### src/rtl/mc_mem_bridge.sv
// Core-to-system-memory bridge: queues 8/16/32-bit core requests and reissues them as lane-steered 64-bit accesses.
// Optional alignment checking is enabled with the MC_MEM_BRIDGE_ALIGN_CHK_EN macro.
module mc_mem_bridge #(
    parameter int unsigned QDEPTH = 4,
    parameter int unsigned RDEPTH = 4
) (
    input  logic        CLK,
    input  logic        RESET,
    input  logic        ACT,
    input  logic        CMD,
    input  logic [1:0]  SIZE,
    input  logic [44:0] ADDRESS,
    input  logic [31:0] DTo,
    output logic        NEXT,
    output logic        DRDY,
    output logic [31:0] DTi,
    output logic        MEM_ACT,
    output logic        MEM_CMD,
    output logic [41:0] MEM_ADDR,
    output logic [7:0]  MEM_BE,
    output logic [63:0] MEM_DTO,
    input  logic        MEM_NEXT,
    input  logic        MEM_DRDY,
    input  logic [63:0] MEM_DTI,
    output logic        ERR
);

    localparam int unsigned QAW = $clog2(QDEPTH);
    localparam int unsigned QCW = QAW + 1;
    localparam int unsigned RAW = (RDEPTH > 1) ? $clog2(RDEPTH) : 1;
    localparam int unsigned RCW = $clog2(RDEPTH + 1);

    typedef struct packed {
        logic        cmd;
        logic [1:0]  size;
        logic [44:0] addr;
        logic [31:0] dto;
    } req_t;

    typedef struct packed {
        logic [2:0] off;
        logic [1:0] size;
    } tag_t;

    req_t           queue_q [QDEPTH];
    tag_t           tags_q  [RDEPTH];

    logic [QCW-1:0] cnt_q, cnt_d;
    logic [QAW-1:0] wr_ptr_q, wr_ptr_d, rd_ptr_q, rd_ptr_d;
    logic [RCW-1:0] rsv_q, rsv_d;
    logic [RCW-1:0] tag_cnt_q, tag_cnt_d;
    logic [RAW-1:0] tag_wr_q, tag_wr_d, tag_rd_q, tag_rd_d;
    logic           mem_act_q, mem_act_d;
    logic           mem_cmd_q, mem_cmd_d;
    logic [41:0]    mem_addr_q, mem_addr_d;
    logic [7:0]     mem_be_q, mem_be_d;
    logic [63:0]    mem_dto_q, mem_dto_d;
    tag_t           mem_tag_q, mem_tag_d;
    logic           drdy_q, drdy_d;
    logic [31:0]    dti_q, dti_d;
    logic           err_q, err_d;

    logic           push, fire, slot_free, cand_vld, cand_mis, push_mis;
    logic           load, drop, tag_push, ret;
    logic [QAW-1:0] cand_idx;
    req_t           req_in, cand;
    logic [2:0]     om;
    logic [7:0]     st_be;
    logic [63:0]    st_dto;
    tag_t           ret_tag;
    logic [31:0]    ret_shift, ret_data;

    function automatic logic [RAW-1:0] rinc(input logic [RAW-1:0] p);
        return (p == RAW'(RDEPTH - 1)) ? '0 : p + RAW'(1);
    endfunction

    assign NEXT     = (cnt_q < QCW'(QDEPTH));
    assign DRDY     = drdy_q;
    assign DTi      = dti_q;
    assign MEM_ACT  = mem_act_q;
    assign MEM_CMD  = mem_cmd_q;
    assign MEM_ADDR = mem_addr_q;
    assign MEM_BE   = mem_be_q;
    assign MEM_DTO  = mem_dto_q;
    assign ERR      = err_q;

    assign req_in    = '{cmd: CMD, size: SIZE, addr: ADDRESS, dto: DTo};
    assign push      = ACT && NEXT;
    assign fire      = mem_act_q && MEM_NEXT;
    assign slot_free = !mem_act_q || fire;
    // The entry behind the presented one becomes the load candidate on a transfer.
    assign cand_idx  = rd_ptr_q + QAW'(fire);
    assign cand_vld  = (cnt_q > QCW'(fire));
    assign cand      = queue_q[cand_idx];

`ifdef MC_MEM_BRIDGE_ALIGN_CHK_EN
    assign cand_mis = ((cand.size == 2'b01) && cand.addr[0]) ||
                      (cand.size[1] && (cand.addr[1:0] != 2'b00));
    assign push_mis = ((SIZE == 2'b01) && ADDRESS[0]) ||
                      (SIZE[1] && (ADDRESS[1:0] != 2'b00));
`else
    assign cand_mis = 1'b0;
    assign push_mis = 1'b0;
`endif

    // Reads reserve a return slot when loaded, so the tag FIFO can never overflow.
    assign load     = slot_free && cand_vld && !cand_mis &&
                      (!cand.cmd || (rsv_q < RCW'(RDEPTH)));
    assign drop     = slot_free && cand_vld && cand_mis &&
                      (!cand.cmd || (rsv_q == '0));
    assign tag_push = fire && mem_cmd_q;
    assign ret      = MEM_DRDY && (tag_cnt_q != '0);

    // Lane steering of the load candidate.
    always_comb begin
        om     = cand.addr[2:0];
        st_be  = 8'h01 << om;
        st_dto = {8{cand.dto[7:0]}};
        case (cand.size)
            2'b00: begin
                om     = cand.addr[2:0];
                st_be  = 8'h01 << om;
                st_dto = {8{cand.dto[7:0]}};
            end
            2'b01: begin
                om     = {cand.addr[2:1], 1'b0};
                st_be  = 8'h03 << om;
                st_dto = {4{cand.dto[15:0]}};
            end
            default: begin
                om     = {cand.addr[2], 2'b00};
                st_be  = 8'h0F << om;
                st_dto = {2{cand.dto}};
            end
        endcase
    end

    // Read-return lane extraction.
    always_comb begin
        ret_tag   = tags_q[tag_rd_q];
        ret_shift = 32'(MEM_DTI >> {ret_tag.off, 3'b000});
        case (ret_tag.size)
            2'b00:   ret_data = {24'h0, ret_shift[7:0]};
            2'b01:   ret_data = {16'h0, ret_shift[15:0]};
            default: ret_data = ret_shift;
        endcase
    end

    always_comb begin
        cnt_d      = cnt_q + QCW'(push) - QCW'(fire) - QCW'(drop);
        wr_ptr_d   = wr_ptr_q + QAW'(push);
        rd_ptr_d   = rd_ptr_q + QAW'(fire) + QAW'(drop);
        rsv_d      = rsv_q + RCW'(load && cand.cmd) - RCW'(ret);
        tag_cnt_d  = tag_cnt_q + RCW'(tag_push) - RCW'(ret);
        tag_wr_d   = tag_push ? rinc(tag_wr_q) : tag_wr_q;
        tag_rd_d   = ret ? rinc(tag_rd_q) : tag_rd_q;
        mem_act_d  = mem_act_q && !fire;
        mem_cmd_d  = mem_cmd_q;
        mem_addr_d = mem_addr_q;
        mem_be_d   = mem_be_q;
        mem_dto_d  = mem_dto_q;
        mem_tag_d  = mem_tag_q;
        drdy_d     = 1'b0;
        dti_d      = dti_q;
        err_d      = err_q || (push && push_mis);

        if (load) begin
            mem_act_d      = 1'b1;
            mem_cmd_d      = cand.cmd;
            mem_addr_d     = cand.addr[44:3];
            mem_be_d       = st_be;
            mem_dto_d      = st_dto;
            mem_tag_d.off  = om;
            mem_tag_d.size = cand.size;
        end

        if (ret) begin
            drdy_d = 1'b1;
            dti_d  = ret_data;
        end else if (drop && cand.cmd) begin
            drdy_d = 1'b1;
            dti_d  = 32'hFFFF_FFFF;
        end
    end

    always_ff @(posedge CLK) begin
        if (push) queue_q[wr_ptr_q] <= req_in;
    end

    always_ff @(posedge CLK) begin
        if (tag_push) tags_q[tag_wr_q] <= mem_tag_q;
    end

    always_ff @(posedge CLK or negedge RESET) begin
        if (!RESET) begin
            cnt_q      <= '0;
            wr_ptr_q   <= '0;
            rd_ptr_q   <= '0;
            rsv_q      <= '0;
            tag_cnt_q  <= '0;
            tag_wr_q   <= '0;
            tag_rd_q   <= '0;
            mem_act_q  <= 1'b0;
            mem_cmd_q  <= 1'b0;
            mem_addr_q <= '0;
            mem_be_q   <= '0;
            mem_dto_q  <= '0;
            mem_tag_q  <= '0;
            drdy_q     <= 1'b0;
            dti_q      <= '0;
            err_q      <= 1'b0;
        end else begin
            cnt_q      <= cnt_d;
            wr_ptr_q   <= wr_ptr_d;
            rd_ptr_q   <= rd_ptr_d;
            rsv_q      <= rsv_d;
            tag_cnt_q  <= tag_cnt_d;
            tag_wr_q   <= tag_wr_d;
            tag_rd_q   <= tag_rd_d;
            mem_act_q  <= mem_act_d;
            mem_cmd_q  <= mem_cmd_d;
            mem_addr_q <= mem_addr_d;
            mem_be_q   <= mem_be_d;
            mem_dto_q  <= mem_dto_d;
            mem_tag_q  <= mem_tag_d;
            drdy_q     <= drdy_d;
            dti_q      <= dti_d;
            err_q      <= err_d;
        end
    end

endmodule

### config.mk
export PLATFORM = sky130hd
export DESIGN_NAME = mc_mem_bridge
export DESIGN_NICKNAME = d
export VERILOG_FILES = /design/src/rtl/mc_mem_bridge.sv
export SDC_FILE = /design/constraint.sdc
export NUM_CORES = 1
export LEC_CHECK = 0
export BUFFER_PORTS_ARGS = -buffer_cell sky130_fd_sc_hd__buf_2
export CORE_ASPECT_RATIO = 1.2
export CORE_MARGIN = 3
export CORE_UTILIZATION = 35
export CTS_CLUSTER_DIAMETER = 200
export DETAILED_ROUTE_END_ITERATION = 12
export GPL_TIMING_DRIVEN = 0
export PLACE_DENSITY = 0.65
export SYNTH_ARGS = -nofsm -noshare
export SYNTH_HDL_FRONTEND = slang
export SYNTH_SLANG_ARGS = --single-unit
### constraint.sdc
create_clock -name CLK -period 10.11 [get_ports CLK]
set_clock_uncertainty 0.15 [all_clocks]
set_input_delay 1.5165 -clock CLK [delete_from_list [all_inputs] [get_ports CLK]]
set_output_delay 1.5165 -clock CLK [all_outputs]
set_load 0.01 [all_outputs]
### Word level (Yosys, flattened, before mapping)

Memories as Yosys holds them, arrays and structs flattened.
Cells that the tools add are included.

| word-level totals | value |
|---|---|
| register bits after elaboration | 171 |
| memory bits (writable) | 340 |
| input port bits | 149 |
| word-level logic and storage cells | 67 |
| memories | 2 |

| operators by class | value |
|---|---|
| $add $sub $neg | 10 |
| $lt $le $gt $ge | 3 |
| eq/ne operators | 4 |
| shift operators | 4 |
| muxes and demuxes | 12 |
| reductions and logical operators | 16 |

Memories:

| memory | words | bits a word | read ports | clocked after memory_dff | write ports | line | RTL |
|---|---|---|---|---|---|---|---|
| queue_q | 4 | 80 | 1 | 0 | 1 | 45 | `req_t queue_q [QDEPTH];` |
| tags_q | 4 | 5 | 1 | 0 | 1 | 46 | `tag_t tags_q [RDEPTH];` |

Operators with widths:

| cell | count |
|---|---|
| 64-bit case mux with 2 select lines | 1 |
| 32-bit case mux with 2 select lines | 1 |
| 64-bit by 6-bit >> shifter with 32-bit output | 1 |
| 8-bit case mux with 2 select lines | 1 |
| 3-bit by 1-bit adder with 3-bit output | 3 |
| 3-bit by 1-bit subtractor with 3-bit output | 3 |
| 1-bit logical AND | 8 |
| 1-bit by 3-bit << shifter with 8-bit output (first input constant) | 1 |
| 2-bit by 3-bit << shifter with 8-bit output (first input constant) | 1 |
| 4-bit by 3-bit << shifter with 8-bit output (first input constant) | 1 |
| 3-bit less-than comparator (second input constant) | 2 |
| 1-bit two-way mux | 6 |
| 2-bit by 1-bit adder with 2-bit output | 2 |
| 2-bit by 1-bit adder with 2-bit output (second input constant) | 2 |
| 2-bit by 1-bit == test with 1-bit output (second input constant) | 2 |
| 2-bit == test (second input constant) | 2 |
| 2-bit logical NOT | 2 |
| 2-bit two-way mux | 2 |
| 2-bit case mux with 2 select lines | 1 |
| 3-bit by 1-bit greater-than comparator with 1-bit output | 1 |
| 1-bit logical NOT | 3 |
| 3-bit nonzero test | 1 |
| 1-bit logical OR | 2 |

### Longest topological paths before layout

An unclocked memory read counts as a cell.

| logic depth | value |
|---|---|
| depth after elaboration | 9 |
| depth in mapped cells | 15 |
| mapped depth without buffers | 14 |

### Least setup slack after synthesis

No wires, ideal clock.

| path | value |
|---|---|
| path type | input to register |
| from | input ACT |
| to | memory queue_q[0][0] (netlist name) (enable) |
| library setup time | 0.633 ns |
| data arrival time | 7.711 ns |
| path slack | 1.616 ns |
| cell stages on the path | 3 |
| path buffers | 1 |
| cells stage by stage | nor2b_1 > clkbuf_1 > nor3b_1 |

| between the ends | value |
|---|---|
| cells in the longest elaborated chain, start to end | 3 |

Ends and longest elaborated chain:

| element | line | RTL |
|---|---|---|
| start: declaration | 9 | `input logic ACT,` |
| 1-bit logical AND | 88 | `assign push = ACT && NEXT;` |
| 1-bit two-way mux | 187 | `if (push) queue_q[wr_ptr_q] <= req_in;` |
| 1-bit two-way mux (implied by the code) | 187 |  |
| end: declaration | 45 |  |

No other way between the ends.

### Worst setup path after layout

| path | value |
|---|---|
| from | input MEM_NEXT |
| to | register rsv_q[2] |

| between the ends | value |
|---|---|
| cells in the longest elaborated chain, start to end | 9 |
| elaborated cells on any way between the ends | 12 |

Ends and longest elaborated chain:

| element | line | RTL |
|---|---|---|
| start: declaration | 22 | `input logic MEM_NEXT,` |
| 1-bit logical AND * | 89 | `assign fire = mem_act_q && MEM_NEXT;` |
| 2-bit by 1-bit adder with 2-bit output * | 92 | `assign cand_idx = rd_ptr_q + QAW'(fire);` |
| named net cand_idx[0] | 65 | `logic [QAW-1:0] cand_idx;` |
| memory 4 x 80 bit * | -- |  |
| 1-bit logical NOT | -- |  |
| 1-bit logical OR | 108 | `(!cand.cmd \|\| (rsv_q < RCW'(RDEPTH)));` |
| 1-bit logical AND | 107 | `assign load = slot_free && cand_vld && !cand_mis &&` |
| 1-bit logical AND * | 153 | `rsv_d = rsv_q + RCW'(load && cand.cmd) - RCW'(ret);` |
| 3-bit by 1-bit adder with 3-bit output * | 153 |  |
| 3-bit by 1-bit subtractor with 3-bit output * | 153 |  |
| named net rsv_d[2] | 50 | `logic [RCW-1:0] rsv_q, rsv_d;` |
| end signal: assignment | 216 | `rsv_q <= rsv_d;` |
| end: declaration | 50 |  |

The timed path passes the listed nets; every way through them passes the cells marked *.
A chain may end at the register's enable or synchronous reset.

==> results.cfg <==
[min_path]
holdCritStartpoint = DTi[9]$_DFFE_PN0P_
hold_class = reg -> reg

[floorplanning]
dieHeight_um = 265
num_rows = 94
start_util = 0.355
die_area_um2 = 58900
top_level_ports = 300
core-area_um2 = 55200
die_w_um = 222

[synthesis]
synth-seq-cells = 479
synth.avg_cell_area_um2 = 16.2
async_flop_share = 0.290
synthDistinctLibCells = 47
synth_edf_count = 340
yosysSeqAreaShare = 0.698
synth_nets = 1377
netlist_instances = 1212
netlist_area_um2 = 19600
yosysWarnings = 0
synthFlopType = edfxtp_1

[clock_network]
insertion_delay_ns = 0.59
hold_buffers = 0
cts_resized = 0
cts-root-buf = clkbuf_16
clockBufferDepth = 3
htreeDepth = 2
cts_setup_buffers = 0
numCtsBuffers = 48
cts_tree = done
clkTransAtPathRegs_ns = 0.06
clock_sinks = 479

[routing]
drtIter0Drc = 804
vias = 11910
viasPerCell = 5.08
drc = 0
drtPass1Iterations = 5
wl_per_cell_um = 22.0
wl_um = 51600
ant_nets = 0

[pwr]
swShare = 0.375
power_density_nw_per_um2 = 342
power_mw = 8.17
comb_power_share = 0.430
p_leak_nw = 9.71
switching_power_mw = 3.06
intPower_mw = 5.11
clkPwrFrac = 0.216
seqPwrFrac = 0.355
vdd_drop_max_mv = 0.200

[placed_design]
port_buffers = 298
dp_slack_ns = 4.51
placed_cells = 2247
gp_congestion = 0.871
dp_hpwl_um = 36600

[grt]
antenna_found_initial = 17
gr-total-overflow = 0
grt_pass1_wl_um = 77900
grt_pass1_vias = 12392
grt_max_degree = 73
grt_usage = 0.173

[timing]
slew_headroom = 0.347
finalMaxSlewViolations = 0
whs_ns = 0.314
setup_tns_ns = 0
fmax_mhz = 202
setup_viol = 0
worstMarginPinSlew_ns = 0.975
worst_slack_ns = 5.16
hold_viol_final = 0
rsz0062_at_grt = false
period_share = 0.490
finalCriticalPeriod_ns = 4.95

[job]
max_cap_violations = 0

[cells_and_area]
syn2layout_area_growth_pct = 22.1
drive_above_1_share = 0.343
nNetsFinal = 1742
final_cells = 2344

[worst_setup_path]
critPathKind = in -> reg
crit_buf_inv = 6
arrival_ns = 5.29
critPathSlowestCell = mux4_2
r2r_slack_ns = 5.70
cp_max_fo = 10
crit_chain = buf_2, nand2_1, inv_1, ha_1, buf_2, mux4_2, a221oi_2, clkbuf_1, nand2_1, ha_1, inv_1, ha_1, inv_1, fa_1, xnor2_1, xnor2_1
cp-start-kind = input pin
required_ns = 10.45
cp_slowest_stage_delay_ns = 0.57
cp-end-kind = register
critPathLaunch = MEM_NEXT
reg2reg_from = MEM_ACT$_DFF_PN0_
crit_family = adder cells

[run_status]
run_status = finished, final reports clean
metal layers:
| layer | wire [um] | share of wire | GRT usage |
|---|---|---|---|
| met1 | 20800 | 0.40 | 0.216 |
| met2 | 25500 | 0.50 | 0.294 |
| met3 | 3450 | 0.067 | 0.0413 |
| met4 | 1690 | 0.033 | 0.0645 |
| met5 | 125 | 0.0024 | 0 |
tightest hold or removal path: stages, from the launching register on:
cell and delay (ns):
dfrtp_1 0.34, nand2_1 0.05, nand2_1 0.05
cells in the final DEF (no fill, tap or decap), drive strengths merged, types with 3 or more instances in the layout:
cell	Yosys	final
o211ai	18	18
o21ai	23	23
clkinv	0	14
dfrtp	139	139
a211oi	18	18
nand3	10	10
o31ai	3	3
xor2	4	4
o22a	8	8
clkbuf	22	92
diode	0	8
and2	4	4
mux4	84	84
nor2	21	21
edfxtp	340	340
buf	80	395
mux2i	96	96
inv	34	36
a221o	9	9
nand2b	3	3
nor2b	10	10
xnor2	5	5
o221ai	17	17
ha	13	13
a222oi	7	7
fa	3	3
a21oi	3	3
nand2	220	220
nor3	4	4
path summary, 6_finish.rpt:
check | end | cells after the start
worst max-delay path | rsv_q[2]$_DFF_PN0_ | 16
worst min-delay path | DTi[9]$_DFFE_PN0P_ | 2
worst max register to register | rsv_q[2]$_DFF_PN0_ | 15
worst min register to register | DTi[9]$_DFFE_PN0P_ | 2
max in group asynchronous | MEM_ADDR[7]$_DFFE_PN0P_ | 2
min in group asynchronous | DRDY$_DFF_PN0_ | 1
power by group through the flow:
stage / Sequential, mW / Combinational (mW) / Clock [mW]
finish: 2.90 / 3.51 / 1.76
global route: 2.95 / 3.83 / 1.89
CTS: 2.90 / 3.59 / 1.81
global placement: 2.97 / 3.48 / 0
detailed placement: 2.94 / 3.58 / 0
floorplan: 2.97 / 2.24 / 0
flip-flops by register name (all words and copies together) (netlist names), 2 cells and up:
name       flops
queue_q      320
MEM_ADDR      42
DTi           32
MEM_DTO       32
tags_q        20
MEM_BE         8
mem_tag_q      5
cnt_q          3
rsv_q          3
tag_cnt_q      3
rd_ptr_q       2
tag_rd_q       2
tag_wr_q       2
wr_ptr_q       2
stage by stage:
stage,area (um^2),util
floorplan,19600,-
global placement,22000,0.399
detailed placement,22300,0.405
CTS,23900,0.433
global route,23900,0.434
finish,23900,0.434
kinds of logic after synthesis:
family / share of synthesized area
DFF: 0.698
and+or+nand+nor: 0.0572
muxes: 0.147
buffers and inverters: 0.0373
AOI/OAI and AO/OA: 0.0447
adders and majority gates: 0.0114
xor gates and xnor gates: 0.00402
other: 0.000191
cells in the mapped netlist, types with 3 or more instances:
master / number / area, um^2
edfxtp_1: 340 / 10200
nand2_1: 220 / 826
dfrtp_1: 139 / 3480
mux2i_1: 96 / 961
mux4_2: 80 / 1800
buf_2: 35 / 175
buf_4: 34 / 255
inv_1: 34 / 128
o21ai_0: 23 / 115
clkbuf_1: 22 / 82.6
nor2_1: 19 / 71.3
o211ai_1: 18 / 135
a211oi_1: 17 / 128
o221ai_1: 17 / 149
ha_1: 13 / 163
nand3_1: 10 / 50.1
nor2b_1: 10 / 62.6
a221o_1: 9 / 90.1
o22a_1: 8 / 70.1
a222oi_1: 7 / 70.1
buf_1: 6 / 22.5
xnor2_1: 5 / 43.8
and2_1: 4 / 25.0
mux4_1: 4 / 105
nor3_1: 4 / 20.0
xor2_1: 4 / 35.0
a21oi_1: 3 / 15.0
buf_6: 3 / 33.8
fa_1: 3 / 60.1
nand2b_1: 3 / 18.8
o31ai_1: 3 / 22.5
area by class of cell:
| type | count | area, um^2 |
|---|---|---|
| Antenna cell | 8 | 20.0 |
| Fill cell | 4971 | 31200 |
| Sequential cell | 479 | 13700 |
| Tap cell | 720 | 901 |
| Clock buffer | 70 | 1380 |
| Clock inverter | 19 | 196 |
| Inverter | 34 | 128 |
| Multi-Input combinational cell | 597 | 5210 |
| Timing Repair Buffer | 315 | 1800 |
| Buffer | 102 | 604 |
(Power assumes the default switching activity.)
